**src/rtl/if_id_buf_pkg.sv**
```systemverilog
// Shared types and constants for the IF/ID fetch buffer.
package if_id_buf_pkg;

    // Width of a fetch address and of an instruction word.
    localparam int WORD_W = 32;

    // Bubble instruction (addi x0, x0, 0) shown to ID when nothing is buffered.
    localparam logic [WORD_W-1:0] INS_NOP = 32'h00000013;

    // Address shown to ID alongside the bubble.
    localparam logic [WORD_W-1:0] RST_ADDR_DEF = 32'h00000000;

    // One buffered fetch: the PC and the instruction fetched from it.
    typedef struct packed {
        logic [WORD_W-1:0] addr;
        logic [WORD_W-1:0] ins;
    } fetch_entry_t;

endpackage : if_id_buf_pkg

```
**src/rtl/if_id_buf.sv**
```systemverilog
// IF/ID pipeline buffer: a small circular FIFO of {addr, ins} entries.
// The buffer sits between the fetch unit and decode.
//
// Handshake: both sides use valid/ready. A transfer happens on a rising edge
// where valid and ready are both high and no flush is requested. Ready towards
// IF depends only on registered occupancy, so there is no combinational path
// from decode's ready back to fetch. The producer holds its entry stable while
// valid && !ready. Flush discards everything, including any same-cycle transfer.
module if_id_buf
    import if_id_buf_pkg::*;
#(
    parameter int                DEPTH    = 2,
    parameter logic [WORD_W-1:0] NOP_INS  = INS_NOP,
    parameter logic [WORD_W-1:0] RST_ADDR = RST_ADDR_DEF
) (
    input  logic                       clk,
    input  logic                       rst_n,
    input  logic [WORD_W-1:0]          if2ifid_addr_i,
    input  logic [WORD_W-1:0]          if2ifid_ins_i,
    input  logic                       if2ifid_valid_i,
    output logic                       ifid2if_ready_o,
    input  logic                       ex2ifid_flush_i,
    input  logic                       id2ifid_ready_i,
    output logic                       ifid2id_valid_o,
    output logic [WORD_W-1:0]          ifid2id_addr_o,
    output logic [WORD_W-1:0]          ifid2id_ins_o,
    output logic [$clog2(DEPTH):0]     ifid_cnt_o
);

    localparam int PW = $clog2(DEPTH);
    localparam int CW = PW + 1;
    localparam logic [CW-1:0] DEPTH_C = CW'(DEPTH);

    logic [PW-1:0] wr_ptr;
    logic [PW-1:0] rd_ptr;
    logic [CW-1:0] count;
    fetch_entry_t  mem [DEPTH];
    fetch_entry_t  head;
    logic          push;
    logic          pop;
    logic          not_full;
    logic          not_empty;

    // Occupancy flags are pure functions of the registered count.
    assign not_full  = (count < DEPTH_C);
    assign not_empty = (count != '0);

    // Transfer qualifiers; flush suppresses both sides of the exchange.
    assign push = if2ifid_valid_i && not_full  && !ex2ifid_flush_i;
    assign pop  = id2ifid_ready_i && not_empty && !ex2ifid_flush_i;

    // Pointer and occupancy bookkeeping; flush returns to the reset layout.
    always_ff @(posedge clk or negedge rst_n) begin
        if (!rst_n) begin
            wr_ptr <= '0;
            rd_ptr <= '0;
            count  <= '0;
        end else if (ex2ifid_flush_i) begin
            wr_ptr <= '0;
            rd_ptr <= '0;
            count  <= '0;
        end else begin
            if (push) begin
                wr_ptr <= wr_ptr + PW'(1);
            end
            if (pop) begin
                rd_ptr <= rd_ptr + PW'(1);
            end
            case ({push, pop})
                2'b10:   count <= count + CW'(1);
                2'b01:   count <= count - CW'(1);
                default: count <= count;
            endcase
        end
    end

    // Entry storage; left unreset because it is masked whenever count is zero.
    always_ff @(posedge clk) begin
        if (push) begin
            mem[wr_ptr] <= '{addr: if2ifid_addr_i, ins: if2ifid_ins_i};
        end
    end

    // Head of the queue, replaced by a bubble when nothing is buffered.
    always_comb begin
        head            = mem[rd_ptr];
        ifid2id_valid_o = not_empty;
        ifid2if_ready_o = not_full;
        ifid_cnt_o      = count;
        if (not_empty) begin
            ifid2id_addr_o = head.addr;
            ifid2id_ins_o  = head.ins;
        end else begin
            ifid2id_addr_o = RST_ADDR;
            ifid2id_ins_o  = NOP_INS;
        end
    end

endmodule : if_id_buf
```
**config.mk**
```make
export PLATFORM = sky130hd
export DESIGN_NAME = if_id_buf
export DESIGN_NICKNAME = d
export VERILOG_FILES = /design/src/rtl/if_id_buf_pkg.sv /design/src/rtl/if_id_buf.sv
export SDC_FILE = /design/constraint.sdc
export NUM_CORES = 1
export LEC_CHECK = 0
export ABC_AREA = 1
export ABC_CLOCK_PERIOD_IN_PS = 6600
export CORE_UTILIZATION = 52
export CTS_CLUSTER_SIZE = 40
export DETAILED_ROUTE_END_ITERATION = 12
export PLACE_DENSITY = 0.85
export SLEW_MARGIN = 5
export SYNTH_ARGS = -nofsm -noshare
export SYNTH_HDL_FRONTEND = slang
export SYNTH_SLANG_ARGS = --single-unit
export TNS_END_PERCENT = 30
```
**constraint.sdc**
```tcl
create_clock -name clk -period 6.6 [get_ports clk]
set_input_delay 0.66 -clock clk [delete_from_list [all_inputs] [get_ports clk]]
set_output_delay 0.66 -clock clk [all_outputs]
set_load 0.02 [all_outputs]
```
Yosys cells after proc, flatten, opt, wreduce, memory -nomap -nowiden
Memories as Yosys holds them, arrays and structs flattened.
Cells that the tools add are included.
{"block": "classes", "addsub": 4, "mul": 0, "div": 0, "n_lt_le_gt_ge": 1, "n_eq_ne": 2, "n_shift": 0, "n_mux": 10, "bitwise_logic": 0, "n_reduce_logical": 9}
{"cell": "two-way mux 32 bit", "count": 2}
{"cell": "two-way mux 1 bit", "count": 6}
{"cell": "nonzero test 2 bit", "count": 3}
{"cell": "logical AND 1 bit", "count": 4}
{"cell": "case mux 2 bit (2 select lines)", "count": 1}
{"cell": "nonzero test 3 bit", "count": 1}
{"cell": "adder 1 bit (second input constant)", "count": 2}
{"cell": "adder 2 x 1 -> 2 bit (second input constant)", "count": 1}
{"cell": "== test 2 x 1 -> 1 bit (second input constant)", "count": 1}
{"cell": "== test 2 bit (second input constant)", "count": 1}
{"cell": "< comparator 2 bit (second input constant)", "count": 1}
{"cell": "two-way mux 2 bit", "count": 1}
{"cell": "subtractor 2 x 1 -> 2 bit (second input constant)", "count": 1}
{"cell": "logical NOT 1 bit", "count": 1}
{"block": "totals", "ff_bits": 4, "latch_bits": 0, "ramBits": 128, "romBits": 0, "output_inout_bits": 68, "memories": 1}
{"name": "mem", "words": 2, "width": 64, "read_ports": 1, "rd_clocked_by_memory_dff": 0, "wr": 1, "line_no": "if_id_buf.sv:37", "text": "fetch_entry_t mem [DEPTH];"}

Depth between registers and ports, before layout
{"block": "depth", "depth_word": 6, "mapped_depth": 7, "ltp_nobuf": 7}

Worst setup path after synthesis
Ideal clock, no wire load.
{"block": "synth_timing", "kind": "input -> register", "from": "input port ex2ifid_flush_i", "to": "memory mem[0][0] (netlist bit), enable pin", "setup_time_ns": 0.487, "arrival_time_ns": 3.605, "path_slack_ns": 2.507, "path_stages": 3, "cell_sequence": "inv_1 -> nand3_1 -> nor2_1"}
{"block": "synth_between", "elab_chain_cells": 4}
{"item": "start: declaration", "line_no": "if_id_buf.sv:22", "text": "input logic ex2ifid_flush_i,"}
{"item": "logical NOT 1 bit", "line_no": "if_id_buf.sv:49", "text": "assign push = if2ifid_valid_i && not_full && !ex2ifid_flush_i;"}
{"item": "logical AND 1 bit", "line_no": "if_id_buf.sv:49"}
{"item": "two-way mux 1 bit", "line_no": "if_id_buf.sv:79", "text": "if (push) begin"}
{"item": "two-way mux 1 bit (implied by the code)", "line_no": "if_id_buf.sv:80", "text": "mem[wr_ptr] <= '{addr: if2ifid_addr_i, ins: if2ifid_ins_i};"}
{"item": "end: declaration", "line_no": "if_id_buf.sv:37"}
Every way passes these cells.

Worst setup path in the final report
{"block": "layout_timing", "from": "register rd_ptr", "to": "output port ifid2id_addr_o[6]"}
{"block": "layout_between", "elab_chain_cells": 2}
{"item": "start: declaration", "line_no": "if_id_buf.sv:35", "text": "logic [PW-1:0] rd_ptr;"}
{"item": "start signal: assignment", "line_no": "if_id_buf.sv:67", "text": "rd_ptr <= rd_ptr + PW'(1);"}
{"item": "memory read (2 x 64 bit)"}
{"item": "two-way mux 32 bit", "line_no": "if_id_buf.sv:90", "text": "if (not_empty) begin"}
{"item": "end: declaration", "line_no": "if_id_buf.sv:25", "text": "output logic [WORD_W-1:0] ifid2id_addr_o,"}
Every way passes these cells.

==> reports/qor.yml <==
run_status:
  status: "complete, no violations"
clocking:
  cts_root_buffer: "clkbuf_8"
  post-cts-setup-buffers: 0
  cts.sinks: 132
  cts-resized-gates: 0
  clk_path_buf_depth: 2
  clk_pin_slew_ns: 0.06
  numCtsBuffers: 17
  cts.htree.levels: 4
  cts_tree: "built"
  clk_latency_ns: 0.50
  cts_hold_buf: 0
synth:
  ys.warnings.count: 0
  synth_edf_count: 128
  ys_types: 18
  synth_area_um2: 5010
  synth_nets: 447
  synth_ff_type: "edfxtp_1"
  async_reset_ff_frac: 0.0303
  ys_ff_latch: 132
  yosysSeqAreaShare: 0.787
  avgSynthCellArea_um2: 13.3
  synth_cells: 378
drt:
  first_pass_iters: 5
  post-route-drc-count: 0
  post_drt_via_cell_ratio: 5.03
  drt_iter0_drc: 253
  vias: 3315
  wl_um: 10500
  ant_nets: 0
  avgRoutedWirePerCell_um: 15.9
die:
  core_um2: 9280
  rows: 35
  start_util: 0.540
  pin_count: 137
  die-width_um: 100
  dieHeight_um: 100
  die-area_um2: 10000
sta:
  setup_viol: 0
  min_period_ns: 3.86
  setup_ws_ns: 2.74
  fin_skew_ns: 0.00521
  hold_violations: 0
  worstMarginPinSlew_ns: 1.11
  max_slew_margin: 0.257
  final.period_utilization: 0.584
  max_freq_mhz: 259
  setup_tns_ns: 0
  rsz0062_at_grt: "false"
  slew_viol_final: 0
worst_setup_path:
  crit_family: "buffers and inverters"
  worstSetupPathType: "reg -> out"
  critPathBufInv: 3
  arrival_ns: 3.20
  worst_setup_path_start_kind: "flip-flop"
  critPathMaxFanout: 66
  cp_slowest_cell: "inv_2"
  crit_chain: "buf_4 > inv_2 > nand2_1 > a21oi_1 > clkdlybuf4s50_1"
  end_kind: "output port"
  critPathMaxStageDelay_ns: 0.91
  crit_required_ns: 5.94
power:
  peakVddDrop_mv: 0.253
  switching_share: 0.335
  p_per_area_nw_per_um2: 411
  switching_power_uw: 967
  total_power_mw: 2.89
  p_leak_nw: 2.48
  power_frac_seq: 0.359
  p_clk_frac: 0.295
  p_int_mw: 1.92
  pwr-share-comb: 0.346
grt:
  antenna_found_initial: 0
  overflow: 0
  grt_pass1_wl_um: 16500
  grt_pass1_vias: 3417
  grt_max_degree: 67
  grt_usage: 0.221
place:
  routabilityCongestion: 0.729
  dp_hpwl_um: 6270
  dpl_cell_area_um2: 6480
  dp_slack_ns: 3.30
  port_buffers: 136
cells_and_area:
  drive_gt1_frac: 0.0868
  antenna_cells: 0
  syn2layout_area_growth_pct: 40.3
  nFillCells: 627
  nNetsFinal: 586
  fin_area_um2: 7030
hold_path:
  timing.hold.worst.class: "in -> async"
run:
  cap_violations: 0
-- power by group through the flow --
| stage | Sequential [mW] | Combinational, mW | Clock (mW) |
|---|---|---|---|
| finish | 1.04 | 1.00 | 0.852 |
| global route | 1.04 | 1.07 | 0.907 |
| CTS | 1.04 | 1.01 | 0.865 |
| detailed placement | 1.05 | 1.00 | 0 |
| global placement | 1.05 | 0.989 | 0 |
| floorplan | 1.06 | 0.536 | 0 |
-- cell usage after synthesis, types with 2 or more instances --
library cell  number  area share
inv_1              6      0.0045
buf_2             18       0.018
nand2_2            3      0.0037
nand3_1            8      0.0080
nand2_1          135        0.10
clkbuf_1           2      0.0015
nor3_1             2      0.0020
edfxtp_1         128        0.77
dfrtp_1            4       0.020
a21oi_1           61       0.061
nor2_1             4      0.0030
-- cells in the final DEF, fill, tap and decap left out --
cell type	count
a21oi_1	61
a21oi_2	1
buf_4	4
bufinv_16	1
clkbuf_1	1
clkbuf_16	16
clkbuf_8	1
clkdlybuf4s50_1	136
clkinv_1	1
clkinv_2	1
clkinv_4	1
clkinvlp_4	5
dfrtp_1	3
dfrtp_2	1
edfxtp_1	128
inv_1	5
inv_2	2
inv_6	5
nand2_1	135
nand2_2	3
nand3_1	8
nand3_2	1
nor2_1	2
nor2_2	1
nor2_4	3
nor3_1	2
o21ai_1	1
o21bai_1	1
-- layer usage --
metal  part of all wire  global-route usage  up-vias
met5                  0                   0        -
met4              0.013              0.0970        0
met3              0.056              0.0669       12
met2               0.50               0.355      121
met1               0.43               0.282     1570
li1                   -                   -     1612
-- through the flow --
| stage | instances | hold WS (ns) | util |
|---|---|---|---|
| 6_report | 659 | 0.378 | 0.757 |
| 5_1_grt | 659 | 0.358 | 0.757 |
| 4_1_cts | 659 | 0.355 | 0.757 |
| 3_5_place_dp | 627 | 0.650 | 0.698 |
| 3_3_place_gp | 627 | 0.629 | 0.698 |
| 2_1_floorplan | 378 | 0.364 | - |
-- worst paths after layout --
kind / to / slack [ns] / depth (start not counted) / from
worst min register to register: wr_ptr / 0.65 / 2 / wr_ptr
worst max-delay path: ifid2id_addr_o[6] / 2.74 / 5 / rd_ptr
max in group asynchronous: rd_ptr / 6.02 / 1 / rst_n
worst max register to register: mem[1][42] / 4.23 / 4 / ifid_cnt_o[1]
min in group clk: wr_ptr / 0.65 / 2 / wr_ptr
worst min-delay path: rd_ptr / 0.38 / 1 / rst_n
-- cell families (layout without fill, tap and decap cells) --
kind of cell,after synthesis,after routing,share of synthesized area
AOI/OAI and AO/OA,64,64,0.0652
buffers and inverters,27,179,0.0247
DFF,132,132,0.787
and+or+nand+nor,155,155,0.123
-- layout make-up --
cell class	instances	area, um^2	share of cell area
flip-flops and latches	132	3950	0.561
inverters	7	26.3	0.00374
clock inverters	14	129	0.0183
repair buffers	140	1390	0.198
well taps	129	161	0.0230
multi-input cells	219	960	0.137
clock buffers	18	418	0.0594
-- flip-flops by register name, indices dropped and copies added (netlist names) --
register	flops
ifid_cnt_o	2
mem	128
wr_ptr	1
rd_ptr	1
(Power assumes the default switching activity.)
